===== config.mk =====
export PLATFORM = sky130hd
export DESIGN_NAME = tdm_demux_1_to_8
export DESIGN_NICKNAME = d
export VERILOG_FILES = /design/src/rtl/tdm_demux_1_to_8.sv
export SDC_FILE = /design/constraint.sdc
export NUM_CORES = 1
export LEC_CHECK = 0
export CORE_ASPECT_RATIO = 1.1
export CORE_MARGIN = 2
export CORE_UTILIZATION = 45
export DETAILED_ROUTE_END_ITERATION = 8
export PLACE_DENSITY = 0.75
export SLEW_MARGIN = 20
export SYNTH_ARGS = -nofsm -noshare
export SYNTH_HDL_FRONTEND = slang
export SYNTH_SLANG_ARGS = --single-unit

===== constraint.sdc =====
create_clock -name clk -period 1.7 [get_ports clk]
set_input_delay 0.255 -clock clk [delete_from_list [all_inputs] [get_ports clk]]
set_output_delay 0.255 -clock clk [all_outputs]
set_load 0.02 [all_outputs]

===== src/rtl/tdm_demux_1_to_8.sv =====
// tdm_demux_1_to_8
// Receiving end of the 8-to-1 word multiplexer link. Slot words arrive one
// per valid cycle in selector order 0..7. They are collected in shadow
// registers, and a complete frame is published on Data_0..Data_7 in one
// coherent update.
//
// Ports
//   clk          system clock, rising edge
//   reset        synchronous, active-low reset
//   Serial_Data  incoming slot word (N_BITS)
//   Data_Valid   Serial_Data is valid this cycle
//   Frame_Start  marks the current valid word as slot 0
//   Data_0..7    last completed frame, slot k on Data_k (registered)
//   Frame_Ready  one-cycle pulse when a new frame is published
//   Frame_Error  one-cycle pulse when a partial frame is aborted by Frame_Start
//   Slot_Out     index of the next expected slot (0 while idle)
//   Busy         high while a frame is partially received
module tdm_demux_1_to_8 #(
  parameter int N_BITS = 8
) (
  input  logic              clk,
  input  logic              reset,
  input  logic [N_BITS-1:0] Serial_Data,
  input  logic              Data_Valid,
  input  logic              Frame_Start,
  output logic [N_BITS-1:0] Data_0,
  output logic [N_BITS-1:0] Data_1,
  output logic [N_BITS-1:0] Data_2,
  output logic [N_BITS-1:0] Data_3,
  output logic [N_BITS-1:0] Data_4,
  output logic [N_BITS-1:0] Data_5,
  output logic [N_BITS-1:0] Data_6,
  output logic [N_BITS-1:0] Data_7,
  output logic              Frame_Ready,
  output logic              Frame_Error,
  output logic [2:0]        Slot_Out,
  output logic              Busy
);

  typedef enum logic {
    IDLE,
    RECEIVE
  } state_t;

  state_t            state_q, state_d;
  logic [2:0]        cnt_q, cnt_d;
  logic [N_BITS-1:0] shadow_q [8];
  logic [N_BITS-1:0] shadow_d [8];
  logic [N_BITS-1:0] data_q   [8];
  logic [N_BITS-1:0] data_d   [8];
  logic              ready_q, ready_d;
  logic              error_q, error_d;

  always_ff @(posedge clk) begin
    if (!reset) begin
      state_q  <= IDLE;
      cnt_q    <= '0;
      shadow_q <= '{default: '0};
      data_q   <= '{default: '0};
      ready_q  <= 1'b0;
      error_q  <= 1'b0;
    end else begin
      state_q  <= state_d;
      cnt_q    <= cnt_d;
      shadow_q <= shadow_d;
      data_q   <= data_d;
      ready_q  <= ready_d;
      error_q  <= error_d;
    end
  end

  always_comb begin
    state_d  = state_q;
    cnt_d    = cnt_q;
    shadow_d = shadow_q;
    data_d   = data_q;
    ready_d  = 1'b0;
    error_d  = 1'b0;

    unique case (state_q)
      IDLE: begin
        // Words arriving without Frame_Start while idle are simply dropped.
        if (Data_Valid && Frame_Start) begin
          shadow_d[0] = Serial_Data;
          cnt_d       = 3'd1;
          state_d     = RECEIVE;
        end
      end

      RECEIVE: begin
        if (Data_Valid) begin
          if (Frame_Start) begin
            // Early restart: the partial frame is abandoned and this word
            // becomes slot 0. Stale shadows are overwritten before any publish.
            error_d     = 1'b1;
            shadow_d[0] = Serial_Data;
            cnt_d       = 3'd1;
          end else begin
            shadow_d[cnt_q] = Serial_Data;
            if (cnt_q == 3'd7) begin
              // Slot 7 bypasses the shadow so the frame publishes on this edge.
              for (int unsigned i = 0; i < 7; i++) begin
                data_d[3'(i)] = shadow_q[3'(i)];
              end
              data_d[7] = Serial_Data;
              ready_d   = 1'b1;
              cnt_d     = '0;
              state_d   = IDLE;
            end else begin
              cnt_d = cnt_q + 3'd1;
            end
          end
        end
      end

      default: state_d = IDLE;
    endcase
  end

  assign Data_0      = data_q[0];
  assign Data_1      = data_q[1];
  assign Data_2      = data_q[2];
  assign Data_3      = data_q[3];
  assign Data_4      = data_q[4];
  assign Data_5      = data_q[5];
  assign Data_6      = data_q[6];
  assign Data_7      = data_q[7];
  assign Frame_Ready = ready_q;
  assign Frame_Error = error_q;
  assign Slot_Out    = cnt_q;
  assign Busy        = (state_q == RECEIVE);

endmodule


==> impl_results.md, run 1 <==
- Distinct cells, synth: 26
- Ant diodes: 0
- Worst setup path category: reg -> out
- Area Growth Syn to Fin: 33.01%
- TritonCTS Buffers: 17
- Core area: 0.009937 sq mm
- GP Congestion: 0.8326
- Power Density: 1123 mW/mm^2
- Worst setup margin: 0.08012 ns
- Fmax: 617.3 MHz
- Top post-synthesis cells by area: dfxtp_1 54%, mux2i_1 10%, nand3_1 7.9%
- Worst setup EP type: output pin
- Starting Density: 46.65%
- Global route overflow: 0
- Layout cells sized above 1: 9.424%
- Post-DP HPWL: 7278 um
- Gr usage total: 20.52%
- Synthesized area: 0.004636 sq mm
- Synth Instances: 483
- Fin crit period: 1.620 ns
- FILL cells: 833
- Via count: 3780
- Largest net degree at the start of global routing: 48
- Buffers on Ports: 81
- Vias in the first global route: 3663
- Max-Cap Viols: 0
- Setup bufs post-CTS: 0
- Final cell count without fillers: 693
- Worst slew pin tran: 0.4739 ns
- WP data arrival: 1.36 ns
- Leakage: 2.807 nW
- Worst setup SP type: flip-flop
- Global-route wire length before repair: 17980 um
- Final Cycle Share: 95.29%
- Status: finished clean
- TritonCTS clock tree: built
- Crit path depth: 1
- Sw frac: 19.96%
- Path depth of the worst reg2reg path: 7
- Sequential Area: 0.002522 sq mm
- Die Width: 100.8 um
- Sequential share of the synthesized area: 54.41%
- Final Slew Violations: 0
- Io pins: 82
- Syn nets: 498
- Antenna viol nets, final: 0
- Worst path cell trace: dlygate4sd2_1
- CP bufs+invs: 1
- Setup WS pre-CTS: -0.1133 ns
- RSZ-0062 raised after global routing: false
- Routed WL: 11070 um
- Vert. Die Dim: 110.5 um
- CTS clk-pin slew, worst paths: 0.06 ns
- Worst Hold Path Cells: 3
- # rows: 38
- Top cell type's share of synthesized area: 54.41%
- Root Buffer: clkbuf_8
- Maximum clock insertion buffer count: 2
- Hold slack: 0.1791 ns
- CP top delay family: flip-flops
- Commonest non-fill, non-tap cell in the layout: dfxtp_1
- Hold Fails Final Rpt: 0
- Synthesized area per cell: 9.598 sq um
- Initial DRC count: 204
- Register bit total from synthesis: 126
- DR pass1 iterations: 6
- Slew margin rel.: 68.33%
- CP max stage delay: 0.47 ns
- Die area: 0.01113 sq mm
- Required @ worst endpoint: 1.44 ns
- Skew-Pair Late Insertion Delay: 0.52 ns
- Vias/cell: 5.455
- Area leader, netlist: dfxtp_1
- Dpl cell area: 0.005644 sq mm
- Clock Power Share: 53.1%
- CP max-delay cell: dfxtp_1
- Crit-path max FO: 9
- Design Area, Final: 0.006166 sq mm
- H-tree depth: 4
- Final #Nets: 577
- Average wire per standard cell: 15.97 um
- Comb pwr share: 3.6%
- Hold Path Class: in -> reg
- Max IR drop VDD: 681.8 uV
- YS warnings: 0
- Sequential Power Share: 43.2%
- Int Pwr: 5.543 mW
- Final setup vio count: 0
- Clock Sinks: 126
- Most frequent cells in the layout: 126 x dfxtp_1, 73 x nand3_1, 68 x dlygate4sd2_1, 67 x nand2_1, 57 x o21ai_0
- Multi-input logic area: 0.001901 sq mm
- Placed insts: 663
- Initial antenna violation count: 0
- Residual DRC: 0
- Max Clock Skew: 0.01180 ns
- Psw: 1.382 mW
[path summary, 6_finish.rpt]
path / slack, ns / to / from
hold reg to reg: 0.45 / Data_0[6] / Data_0[6]
setup / recovery: 0.08 / Slot_Out[2] / Slot_Out[2]
setup reg to reg: 0.17 / Data_5[7] / Slot_Out[1]
hold / removal: 0.18 / Data_0[4] / reset
[final cells by class]
class | instances | area share, %
Sequential cell | 126 | 40.91
Multi-Input combinational cell | 311 | 30.82
Timing Repair Buffer | 106 | 16.07
Clock buffer | 23 | 7.569
Tap cell | 120 | 2.435
Clock inverter | 7 | 2.192
[metal layers]
layer  GRT usage (%)  part of all wire, %
met3           5.886                  5.1
met5               0                    0
met1           25.84                   44
met4           8.128                  2.4
met2           32.80                   49
[state kept, by name, indices dropped and copies added, names as in the netlist]
signal       flops
Data_5           8
Slot_Out         3
Data_7           8
Data_0           8
Data_4           8
Data_3           8
Frame_Ready      1
Data_1           8
Data_2           8
Data_6           8
Frame_Error      1
Busy             1
shadow_q        56
[stage by stage]
step / util [%] / total power [mW] / TNS [ns]
2_1_floorplan: - / 3.202 / 0
3_3_place_gp: 56.80 / 3.299 / -0.1434
3_5_place_dp: 56.80 / 3.307 / -1.613
4_1_cts: 62.00 / 6.965 / 0
5_1_grt: 62.05 / 7.117 / 0
6_report: 62.05 / 6.926 / 0
[power by group through the flow]
| stage | Sequential, mW | Combinational (mW) | Clock (mW) |
|---|---|---|---|
| floorplan | 3.06 | 0.145 | 0 |
| global placement | 3.06 | 0.244 | 0 |
| detailed placement | 3.06 | 0.252 | 0 |
| CTS | 2.99 | 0.250 | 3.72 |
| global route | 3.00 | 0.270 | 3.85 |
| finish | 2.99 | 0.252 | 3.68 |
[cell families after synthesis]
logic type	Yosys count	share of synthesized area, %
DFF	126	54.41
and+or+nand+nor	183	20.65
adders and majority gates	3	0.8098
AOI/OAI and AO/OA	77	9.177
muxes	48	10.36
buffers and inverters	46	4.588
[synth_stat cells]
cell,instances
o21ai_0,57
a22oi_1,3
dfxtp_1,126
ha_1,3
clkbuf_1,18
mux2i_1,48
and3b_1,9
buf_2,17
buf_1,7
and2_1,1
nand3_1,73
and4b_1,1
nand4b_1,2
buf_6,1
nor4b_4,1
nand4_1,8
or3_1,1
a31oi_1,8
nor3b_1,3
nor2b_1,4
buf_4,3
o211ai_1,9
and4bb_1,1
nand2_1,67
nand3b_1,10
and3_1,2
[what timing repair did]
action                     4_1_cts  5_1_grt
hold buffers                     0        0
gates resized for setup         68        2
setup endpoints to repair       68        2
(Power assumes the default switching activity.)
==> inputs of run 2 (changes only) <==
--- a/config.mk
+++ b/config.mk
@@ -5,7 +5,7 @@
 export SDC_FILE = /design/constraint.sdc
 export NUM_CORES = 1
 export LEC_CHECK = 0
-export CORE_ASPECT_RATIO = 1.1
+export CORE_ASPECT_RATIO = 1.75
 export CORE_MARGIN = 2
 export CORE_UTILIZATION = 45
 export DETAILED_ROUTE_END_ITERATION = 8
==> run 2 against run 1 <==
Register-to-register slack worse by 0.04 ns. Die area grew 0.28%. Non-clock buffer count is 6 higher. Worst setup slack lost 0.045 ns. Critical path type unchanged. Sequential cell count stayed put. Utilization increased by 0.097 points. Sequential share of layout area fell by 1.0 points. Global-route usage increased by 0.20 points. Final area is 2.6% higher. Largest cell class unchanged. Combinational power is essentially flat. Clock-buffer cell count fell by 1.
==> impl_results.md, run 2 (same netlist as run 1, synthesis figures left out) <==
- Vias/cell: 5.336
- Leakage: 2.523 nW
- # rows: 49
- Crit-path max FO: 2
- Io pins: 82
- CP max-delay cell: clkdlybuf4s50_1
- Biggest register: shadow_q
- Max IR drop VDD: 785.3 uV
- Status: finished clean
- Area Growth Syn to Fin: 36.44%
- TritonCTS Buffers: 17
- Slew margin rel.: 68.39%
- Worst setup EP type: output pin
- Setup TNS Final: 0 ns
- Core area: 0.01018 sq mm
- Global-route wire length before repair: 17860 um
- Worst slew pin tran: 0.4741 ns
- Hold Path Class: in -> reg
- Die area: 0.01116 sq mm
- Via count: 3778
- Most frequent cells in the layout: 126 x dfxtp_1, 74 x clkdlybuf4s50_1, 73 x nand3_1, 67 x nand2_1, 57 x o21ai_0
- Gr usage total: 20.72%
- Final #Nets: 583
- CTS clk-pin slew, worst paths: 0.05 ns
- Max-Cap Viols: 0
- Worst path cell trace: clkdlybuf4s50_1
- Skew-Pair Late Insertion Delay: 0.41 ns
- Clock Sinks: 126
- Residual DRC: 0
- Worst setup margin: 0.03507 ns
- Vert. Die Dim: 138.3 um
- Root Buffer: clkbuf_16
- Initial antenna violation count: 0
- H-tree depth: 4
- Buffers on Ports: 81
- Vias in the first global route: 3653
- Maximum clock insertion buffer count: 2
- Die Width: 80.73 um
- Post-CTS Hold Buffers: 0
- WP data arrival: 1.41 ns
- FILL cells: 881
- Ant diodes: 0
- Initial DRC count: 158
- Final Cycle Share: 97.94%
- Final Slew Violations: 0
- Starting Density: 45.55%
- Max Clock Skew: 0.004282 ns
- Worst reg2reg setup slack: 0.13 ns
- DR pass1 iterations: 4
- Post-DP HPWL: 7480 um
- Hold Fails Final Rpt: 0
- Layout cells sized above 1: 11.02%
- Global route overflow: 0
- Largest net degree at the start of global routing: 56
- Design Power: 6.942 mW
- Antenna viol nets, final: 0
- Final setup vio count: 0
- Fin crit period: 1.665 ns
- CP bufs+invs: 1
- Setup WS pre-CTS: -0.04635 ns
- Routed WL: 10880 um
- TritonCTS clock tree: built
- Fmax: 600.6 MHz
- GP Congestion: 0.7727
- Average wire per standard cell: 15.36 um
- Power Density: 1098 mW/mm^2
- Commonest non-fill, non-tap cell in the layout: dfxtp_1
- CP top delay family: buffers and inverters
- RSZ-0062 raised after global routing: false
- Worst setup SP type: flip-flop
- Max reg flops: 56
- CP max stage delay: 0.63 ns
- Worst setup path category: reg -> out
- Required @ worst endpoint: 1.44 ns
run 2: cell types whose count changed in the layout (fill, tap and decap cells not counted):
cell / previous run / this run
bufinv_16: 4 / 3
buf_4: 20 / 25
buf_12: 6 / 7
clkinv_2: 3 / 4
dlymetal6s2s_1: 2 / 1
dlygate4sd2_1: 68 / 5
clkbuf_16: 16 / 17
clkbuf_1: 3 / 1
clkinvlp_4: 0 / 2
clkdlybuf4s50_1: 10 / 74
inv_6: 0 / 1
run 2: worst paths after layout:
kind          endpoint  depth (start not counted)        start
max          Data_6[2]                          1    Data_6[2]
min          Data_0[7]                          3        reset
max reg2reg  Data_2[3]                          6  Slot_Out[2]
min reg2reg  Data_0[0]                          2    Data_0[0]
run 2: area by class of cell:
type / count / area, sq um / area share, %
Timing Repair Buffer: 112 / 1125 / 17.78
Clock inverter: 10 / 133.9 / 2.117
Multi-Input combinational cell: 311 / 1901 / 30.05
Tap cell: 127 / 158.9 / 2.512
Sequential cell: 126 / 2522 / 39.88
Clock buffer: 22 / 484.2 / 7.656
run 2: power breakdown:
group          switching (mW)  internal [mW]
clock network            1.24           2.45
logic                   0.155         0.0946
registers              0.0159           2.98
total                    1.42           5.53
run 2: worst min-delay path: stages:
cell	delay, ns
buf_4	0.26
nand3_1	0.14
nand2_1	0.04
run 2: what timing repair did:
action | in CTS | in global routing
pin swaps | 0 | 0
gates resized for setup | 5 | 1
buffers inserted | 0 | 0
setup endpoints to repair | 5 | 1
run 2: per-layer routing:
metal  wire length (um)  global-route usage (%)  up-vias
li1                   -                       -     1872
met3                367                   6.201       19
met2               5935                   35.83       89
met5                  0                       0        -
met1               4282                   22.68     1798
met4                291                   9.545        0
run 2: metrics by stage:
step,area (sq um),hold WS (ns),util [%],cells
3_5_place_dp,5710,0.4429,56.11,676
4_1_cts,6322,0.3300,62.12,708
2_1_floorplan,4636,0.4024,-,483
5_1_grt,6325,0.3809,62.15,708
3_3_place_gp,5710,0.4409,56.11,676
6_report,6325,0.3355,62.15,708
==> inputs of run 3 (changes only) <==
--- a/config.mk
+++ b/config.mk
@@ -5,6 +5,7 @@
 export SDC_FILE = /design/constraint.sdc
 export NUM_CORES = 1
 export LEC_CHECK = 0
+export CAP_MARGIN = 20
 export CORE_ASPECT_RATIO = 1.75
 export CORE_MARGIN = 2
 export CORE_UTILIZATION = 45
@@ -14,3 +15,4 @@
 export SYNTH_ARGS = -nofsm -noshare
 export SYNTH_HDL_FRONTEND = slang
 export SYNTH_SLANG_ARGS = --single-unit
+export TNS_END_PERCENT = 50
==> results of run 3 <==
No change in the layout: final DEF, timing and power equal those of run 2.
